**config.mk**
```make
export PLATFORM = sky130hd
export DESIGN_NAME = bin_to_bcd_seq
export DESIGN_NICKNAME = d
export VERILOG_FILES = /design/src/rtl/stopwatch_pkg.sv /design/src/rtl/bcd_add3_cell.sv /design/src/rtl/bin_to_bcd_seq.sv
export SDC_FILE = /design/constraint.sdc
export NUM_CORES = 1
export LEC_CHECK = 0
export ABC_CLOCK_PERIOD_IN_PS = 3000
export BUFFER_PORTS_ARGS = -buffer_cell sky130_fd_sc_hd__buf_2
export CORE_MARGIN = 2
export CORE_UTILIZATION = 33
export CTS_CLUSTER_DIAMETER = 80
export DETAILED_ROUTE_END_ITERATION = 6
export MAX_ROUTING_LAYER = met4
export PLACE_DENSITY_LB_ADDON = 0.12
export SLEW_MARGIN = 5
export SYNTH_ARGS = -nofsm -noshare
export SYNTH_HDL_FRONTEND = slang
export SYNTH_SLANG_ARGS = --single-unit
export TNS_END_PERCENT = 30
```
**constraint.sdc**
```tcl
create_clock -name clk -period 3 [get_ports clk]
set_clock_uncertainty 0.1 [all_clocks]
set_input_delay 0.75 -clock clk [delete_from_list [all_inputs] [get_ports clk]]
set_output_delay 0.75 -clock clk [all_outputs]
set_load 0.1 [all_outputs]
```
**src/rtl/stopwatch_pkg.sv**
```systemverilog
// Shared types and constants for the stopwatch display path.
// Holds the BCD converter FSM encoding and the power-of-ten helper.
package stopwatch_pkg;

  localparam int BCD_W = 4;

  typedef logic [1:0] state_t;

  localparam state_t IDLE   = 2'd0;
  localparam state_t SHIFT  = 2'd1;
  localparam state_t FINISH = 2'd2;

  function automatic logic [63:0] pow10(input int n);
    logic [63:0] r;
    r = 64'd1;
    for (int i = 0; i < n; i++) begin
      r = r * 64'd10;
    end
    return r;
  endfunction

endpackage

```
**src/rtl/bcd_add3_cell.sv**
```systemverilog
// Double-dabble correction cell.
// Adds 3 to a BCD digit of 5 or more ahead of the next shift.
module bcd_add3_cell
  import stopwatch_pkg::*;
(
  input  logic [BCD_W-1:0] d,
  output logic [BCD_W-1:0] q
);

  always_comb begin
    q = d;
    if (d >= BCD_W'(5)) begin
      q = d + BCD_W'(3);
    end
  end

endmodule

```
**src/rtl/bin_to_bcd_seq.sv**
```systemverilog
// Multi-cycle binary to packed-BCD converter (shift-add-3).
// One bit per cycle; result held between conversions.
module bin_to_bcd_seq
  import stopwatch_pkg::*;
#(
  parameter int IN_W   = 6,
  parameter int DIGITS = 2
) (
  input  logic                  clk,
  input  logic                  rst_n,
  input  logic                  start,
  input  logic [IN_W-1:0]       bin,
  output logic                  busy,
  output logic                  done,
  output logic [BCD_W*DIGITS-1:0] bcd,
  output logic                  overflow
);

  localparam int BW = BCD_W * DIGITS;
  localparam int CW = $clog2(IN_W + 1);
  localparam int LW = IN_W + BW;
  localparam logic [LW-1:0] LIMIT = LW'(pow10(DIGITS));

  state_t          state;
  state_t          nstate;
  logic [CW-1:0]   cnt;
  logic [IN_W-1:0] shreg;
  logic [BW-1:0]   scratch;
  logic [BW-1:0]   adj;
  logic [BW-1:0]   shifted;
  logic            ovf_q;
  logic            accept;
  logic            last;

  for (genvar g = 0; g < DIGITS; g++) begin : g_cell
    bcd_add3_cell u_cell (
      .d (scratch[g*BCD_W +: BCD_W]),
      .q (adj[g*BCD_W +: BCD_W])
    );
  end

  // the top digit's carry-out falls off here: mod 10**DIGITS
  assign shifted = BW'({adj, shreg[IN_W-1]});
  assign accept  = (state == IDLE) && start;
  assign last    = (state == SHIFT) && (cnt == CW'(1));

  always_ff @(posedge clk or negedge rst_n) begin
    if (!rst_n) begin
      state <= IDLE;
    end else begin
      state <= nstate;
    end
  end

  always_comb begin
    nstate = state;
    unique case (1'b1)
      state == IDLE:   if (start) nstate = SHIFT;
      state == SHIFT:  if (last) nstate = FINISH;
      state == FINISH: nstate = IDLE;
      default:         nstate = IDLE;
    endcase
  end

  always_comb begin
    busy = (state == SHIFT);
    done = (state == FINISH);
  end

  always_ff @(posedge clk or negedge rst_n) begin
    if (!rst_n) begin
      cnt     <= '0;
      shreg   <= '0;
      scratch <= '0;
      ovf_q   <= 1'b0;
    end else if (accept) begin
      cnt     <= CW'(IN_W);
      shreg   <= bin;
      scratch <= '0;
      ovf_q   <= (LW'(bin) >= LIMIT);
    end else if (state == SHIFT) begin
      cnt     <= cnt - CW'(1);
      shreg   <= shreg << 1;
      scratch <= shifted;
    end
  end

  // outputs land on the edge into FINISH so they are valid with done
  always_ff @(posedge clk or negedge rst_n) begin
    if (!rst_n) begin
      bcd      <= '0;
      overflow <= 1'b0;
    end else if (last) begin
      bcd      <= shifted;
      overflow <= ovf_q;
    end
  end

endmodule

```
Word level (Yosys, flattened, before mapping)
Index checks and enable logic that the tools add are counted.
{ "word_totals": {"register_bits": 27, "latch_bits": 0, "ramBits": 0, "mem_bits_ro": 0, "inputBits": 9, "output_inout_bits": 11, "elab_cells": 31, "memories": 0} }
{ "op_classes": {"n_addsub": 3, "mul": 0, "n_div": 0, "magnitude_cmp": 2, "eq_ne": 5, "shifts": 0, "mux": 11, "bitwise": 0, "n_reduce_logical": 5} }
{ "op_table": {"columns": ["operator", "n"], "rows": [
  ["$mux 8", 2],
  ["$mux 6", 2],
  ["$mux 3", 3],
  ["$ge 4x3->1 const B", 2],
  ["$add 4x2->4 const B", 1],
  ["$mux 2", 2],
  ["$mux 4", 1],
  ["$pmux 2 s2", 1],
  ["$add 3x2->3 const B", 1],
  ["$eq 3x1->1 const B", 1],
  ["$sub 3x1->3 const B", 1],
  ["$eq 2x1->1 const B", 1],
  ["$eq 2x2->1 const B", 1],
  ["$logic_and 1x1->1", 2],
  ["$logic_not 2->1", 1],
  ["$ne 2x1->1 const B", 1],
  ["$ne 2x2->1 const B", 1],
  ["$reduce_and 2->1", 1],
  ["$reduce_bool 2->1", 1]
]} }

Longest topological paths before layout
Gate-level depths: netlist of run 1.
{ "logic_depth": {"depth_word": 4, "ltp_mapped": 7} }

By module
Synthesis of run 1 repeated with hierarchy kept, for this count alone.
{ "hier_totals": {"cells_unflattened": 121, "area_unflattened_um2": 1350.0} }
{ "modules_own_cells": {"columns": ["module", "instances", "cells_each", "area_each_um2", "seq_area_each_um2"], "rows": [
  ["bin_to_bcd_seq", 1, 89, 1147.4, 675.6],
  ["bcd_add3_cell", 2, 16, 101.3, 0.0]
]} }

Worst setup path before layout of run 1
No wires, ideal clock.
{ "synth_path": {"path_kind": "flip-flop to output port", "start": "register state[1]", "end": "output port busy", "arrival_ps": 1225, "path_slack_ps": 925, "path_stages_with_launch": 4, "n_path_buf": 1, "path_cell_list": "dfrtp_1 -> or2b_2 -> buf_6 -> inv_2"} }
{ "synth_via": {"elab_chain_cells": 1} }
{ "synth_rtl": {"columns": ["element", "line_no", "source"], "rows": [
  ["start, declared", "bin_to_bcd_seq.sv:24", "state_t state;"],
  ["start signal, assigned", "bin_to_bcd_seq.sv:51", "state <= nstate;"],
  ["$eq 2x1->1", "bin_to_bcd_seq.sv:66", "busy = (state == SHIFT);"],
  ["end, declared", "bin_to_bcd_seq.sv:13", "output logic busy,"]
]} }
Every way passes these cells.

Worst setup path in the final report of run 1
Ends and elaborated chain as after synthesis.

==> results of run 1 <==
==> state kept, by name (all words and copies together) (netlist names) <==
signal and count:
scratch 8, cnt 3, bcd 8, shreg 6
state 2
==> through the flow <==
step / hold slack, ns / cell area [um^2] / std cells / worst slack [ns]
final: 0.381 / 1520 / 198 / 0.501
after global routing: 0.418 / 1520 / 198 / 0.445
after CTS: 0.405 / 1520 / 198 / 0.498
after detailed placement: 0.397 / 1470 / 194 / 0.810
after global placement: 0.365 / 1470 / 194 / 0.827
after floorplan: 0.349 / 1370 / 130 / 0.925
==> final cells by class <==
class,instances,area (um^2)
clock buffers,4,45.0
well taps,50,62.6
repair buffers,20,105
multi-input cells,88,593
fillers,408,2480
inverters,9,33.8
flip-flops and latches,27,676
==> cell families after synthesis <==
| group | Yosys count | synth area share, % |
|---|---|---|
| AOI/OAI and AO/OA | 37 | 16.1 |
| and+or+nand+nor | 36 | 15.4 |
| DFF | 27 | 49.5 |
| buffers and inverters | 15 | 7.14 |
| adders and majority gates | 6 | 5.49 |
| muxes | 6 | 4.85 |
| xor gates and xnor gates | 2 | 1.28 |
| other | 1 | 0.274 |
==> cells in the final DEF (no fill, tap or decap), types with 2 or more instances in the layout <==
cell type and n:
dfrtp_1 27, buf_2 18, o21ai_0 15, nor2_1 10, a21oi_1 9, inv_1 8, nand2_1 7, ha_1 6
mux2_2 5, a31oi_1 4, nor2b_1 4, a22oi_1 4, clkbuf_8 3, and2b_2 2, nor3_1 2, or3b_2 2
nand2b_1 2, xnor2_1 2, a22o_2 2, buf_4 2
==> critical path: stages, from the launching register on <==
cell     delay (ns)
dfrtp_1        0.38
or2b_2         0.38
inv_2          0.16
buf_2          0.45
==> Yosys cell counts (4+ instances only) <==
cell / n
nor2b_1: 4
o21ai_0: 15
nor2_1: 10
a22oi_1: 4
a31oi_1: 4
ha_1: 6
nand2_1: 7
dfrtp_1: 27
buf_6: 5
mux2_2: 5
a21oi_1: 9
inv_1: 8
==> worst paths after layout <==
check,from,cells after the start,endpoint,slack (ns)
min reg2reg,bcd[0]$_DFFE_PN0P_,1,bcd[0]$_DFFE_PN0P_,0.42
min in group clk,bcd[0]$_DFFE_PN0P_,1,bcd[0]$_DFFE_PN0P_,0.42
min,rst_n,1,bcd[6]$_DFFE_PN0P_,0.38
max in group asynchronous,rst_n,1,shreg[0]$_DFFE_PN0P_,2.01
max reg2reg,cnt[1]$_DFFE_PN0P_,5,bcd[1]$_DFFE_PN0P_,1.24
max,state[1]$_DFFE_PN0P_,3,busy,0.50
==> layer usage <==
| metal | GRT usage (%) | up-vias |
|---|---|---|
| met5 | - | - |
| met4 | 6.00 | 0 |
| met3 | 2.14 | 4 |
| met2 | 19.3 | 12 |
| met1 | 19.9 | 443 |
| li1 | - | 480 |
==> flow_summary.yaml, run 1 <==
route:
  routed-wl-met2_um: 1150
  wl_per_cell_um: 13.6
  via_per_inst: 4.74
  vias: 939
  postRouteAntennaNets: 0
  drtIter0Drc: 50
  wirelength_um: 2690
  top_layer: "met4"
  wl_met1_um: 1440
  wl_met3_um: 66
  drt_first_pass_iters: 4
  drc: 0
clock_tree:
  clockBufferDepth: 2
  cts_inserted_buffers: 3
  htreeDepth: 1
  cts_hold_buf: 0
  cts_tree: "done"
  clockRootBuffer: "clkbuf_8"
  clk_pin_slew_worst_paths_ns: 0.10
  postCtsSetupRepairBufs: 0
  cts_resized: 0
  clk_latency_ns: 0.27
  clkSinkCount: 27
synthesis:
  synthCells: 130
  yosysUniqueCellTypes: 32
  synth_area_leaders: "dfrtp_1, ha_1, o21ai_0"
  syn_area_mm2: 0.00137
  synth_top_area_share_pct: 49.5
  synth.net_count: 145
  synth_top_area_cell: "dfrtp_1"
  yosys_warnings: 0
  async_reset_ff_share_pct: 100
  synth_edf_count: 0
  yosysSeqAreaShare_pct: 49.5
  synth-main-ff-cell: "dfrtp_1"
  synth.avg_cell_area_um2: 10.5
  synth_seq_cells: 27
cells_and_area:
  drive_gt1_share_pct: 26.4
  area_growth_pct: 10.9
  nets: 164
  fin_util_pct: 37.9
  antenna_cells: 0
placed_design:
  place.gp.congestion: 0.735
  dp_hpwl_um: 1850
  portBuffers: 18
sta:
  hold_viol: 0
  drv_slew: 0
  fmax_ghz: 0.400
  final.min_clock_period_ns: 2.50
  rsz0062_at_grt: "false"
  tightest_slew_ns: 0.630
  finalSetupViolCount: 0
  post-route-period-util_pct: 83.3
  finalSetupTns_ns: 0
  max_slew_margin_pct: 58.0
run:
  cap_violations: 0
floorplanning:
  die_y_um: 68.3
  io_pins: 20
  die_area_mm2: 0.00467
  core_mm2: 0.00400
  die_w_um: 68.3
  initial_core_util_pct: 34.2
  row_count: 23
worst_setup_path:
  cp_max_fo: 9
  cp.required_ns: 2.15
  critical_path.endpoint_type: "output pin"
  start_kind: "register"
  worstPathArrival_ns: 1.65
  critical_path_class: "reg -> out"
global_routing:
  grt-ovfl-total: 0
  grt_max_degree: 28
  grt_pass1_vias: 934
  antenna_found_initial: 0
  grt_pass1_wl_um: 4600
  grt_usage_pct: 13.9
worst_hold_path:
  hold_path.class: "in -> async"
status:
  status: "finished clean"
Power of run 1 is not shown: default switching activity piles up to over one toggle a cycle in this logic, so the estimate is an artifact.
==> run 2, diff against run 1 <==
--- a/config.mk
+++ b/config.mk
@@ -5,7 +5,7 @@
 export SDC_FILE = /design/constraint.sdc
 export NUM_CORES = 1
 export LEC_CHECK = 0
-export ABC_CLOCK_PERIOD_IN_PS = 3000
+export ABC_CLOCK_PERIOD_IN_PS = 2500
 export BUFFER_PORTS_ARGS = -buffer_cell sky130_fd_sc_hd__buf_2
 export CORE_MARGIN = 2
 export CORE_UTILIZATION = 33
==> constraint.sdc (replaced) <==
create_clock -name clk -period 2.5 [get_ports clk]
set_clock_uncertainty 0.1 [all_clocks]
set_input_delay 0.625 -clock clk [delete_from_list [all_inputs] [get_ports clk]]
set_output_delay 0.625 -clock clk [all_outputs]
set_load 0.1 [all_outputs]
==> run 2 against run 1 <==
Critical path depth unchanged. Sequential cell count unchanged. Global-route usage about the same. Via count increased by 2.3%. Design area rose by 1.5%. Cell count increased by 0.51%. Setup slack worse by 0.20 ns. Count of clock-buffer cells in the layout did not move. Die area unchanged. Sequential share of layout area down 0.65 points. Core utilization increased by 0.56 points. Non-clock buffer count rose by 1. Critical path type unchanged.
==> flow_summary.yaml, run 2 (synthesis gave the netlist of run 1 again) <==
floorplanning:
  io_pins: 20
  row_count: 23
  die_y_um: 68.3
  die_area_mm2: 0.00467
  die_w_um: 68.3
  core_mm2: 0.00400
  initial_core_util_pct: 34.2
route:
  wl_per_cell_um: 13.0
  postRouteAntennaNets: 0
  drtIter0Drc: 43
  drt_first_pass_iters: 4
  wirelength_um: 2580
  drc: 0
  vias: 961
  via_per_inst: 4.83
worst_setup_path:
  regToRegSetupSlack_ns: 0.76
  start_kind: "register"
  critical_path_class: "reg -> out"
  worstReg2RegStart: "scratch[0]$_DFFE_PN0P_"
  rr_endpoint: "scratch[2]$_DFFE_PN0P_"
  reg2regPathDepth: 6
  critPathMaxStageDelay_ns: 0.43
  cp_slowest_cell: "dfrtp_1"
  cp_max_fo: 9
  crit_chain: "or2b_2 -> inv_2 -> buf_12"
  critical_path.endpoint_type: "output pin"
  cp.required_ns: 1.77
  worstPathArrival_ns: 1.48
clock_tree:
  cts_tree: "done"
  cts_hold_buf: 0
  cts_resized: 0
  cts_inserted_buffers: 3
  clockBufferDepth: 2
  htreeDepth: 1
  clkSinkCount: 27
  clk_pin_slew_worst_paths_ns: 0.09
  clockRootBuffer: "clkbuf_8"
  postCtsSetupRepairBufs: 0
  clk_latency_ns: 0.27
placed_design:
  dpl.cell_count: 195
  place.gp.congestion: 0.774
  dp_hpwl_um: 1880
  preCtsSetupSlack_ns: 0.595
  portBuffers: 18
global_routing:
  grt-ovfl-total: 0
  grt_pass1_wl_um: 4510
  antenna_found_initial: 0
  grt_pass1_vias: 911
  grt_max_degree: 28
  grt_usage_pct: 13.9
cells_and_area:
  multi_input_area_um2: 593
  nets: 165
  layout_commonest_cell: "dfrtp_1"
  n_fill_cell: 410
  reg.largest.list: "bcd x8, scratch x8, shreg x6"
  instances_no_fill: 199
  final_cell_mix: "dfrtp_1, buf_2, o21ai_0"
  antenna_cells: 0
  ff_latch_area_um2: 676
  drive_gt1_share_pct: 26.8
  area_growth_pct: 12.5
sta:
  worst_slack_ns: 0.297
  finalSetupViolCount: 0
  finalSetupTns_ns: 0
  drv_slew: 0
  tightest_slew_ns: 0.607
  rsz0062_at_grt: "false"
  whs_ns: 0.248
  fmax_ghz: 0.454
  max_slew_margin_pct: 59.5
  post-route-period-util_pct: 88.1
  final.min_clock_period_ns: 2.20
  hold_viol: 0
run:
  cap_violations: 0
status:
  status: "finished clean"
worst_hold_path:
  hold_path.class: "in -> async"
==> run 2: changes by cell type in the layout (fill, tap and decap cells not counted), sizes merged <==
cell	before	now
buf	20	21
==> run 2: worst max-delay path by stage <==
stage	slack, ns	to	from
global placement	0.60	busy	state[1]$_DFFE_PN0P_
CTS	0.27	busy	state[1]$_DFFE_PN0P_
detailed placement	0.60	busy	state[1]$_DFFE_PN0P_
finish	0.30	busy	state[1]$_DFFE_PN0P_
global route	0.22	busy	state[1]$_DFFE_PN0P_
floorplan	0.55	busy	state[1]$_DFFE_PN0P_
==> run 2: per-stage QoR <==
stage,utilization (%),area [um^2]
final,38.4,1540
after global routing,38.4,1540
after CTS,38.4,1540
after detailed placement,37.3,1490
after global placement,37.3,1490
after floorplan,-,1370
==> run 2: worst max-delay path, delay by kind of cell (launching register included) <==
kind                   cells  cell delay [ns]
and+or+nand+nor            1             0.40
buffers and inverters      2             0.37
DFF                        1             0.43
==> run 2: routing by layer <==
metal  track usage, %  wire length [um]  share of wire [%]  up-vias
li1                 -                 -                  -      486
met1             19.2              1310                 51      455
met2             19.5              1130                 44       15
met3             2.47                88                3.4        5
met4             6.75                53                2.1        0
met5                -                 0                  0        -
==> run 2: final cells by class <==
type	count	area share, %
sequential	27	43.9
inverter	9	2.20
multi-input combinational	88	38.6
tap	50	4.07
timing repair buffer	21	8.30
clock buffer	4	2.93
Power of run 2 is left out for the same reason.
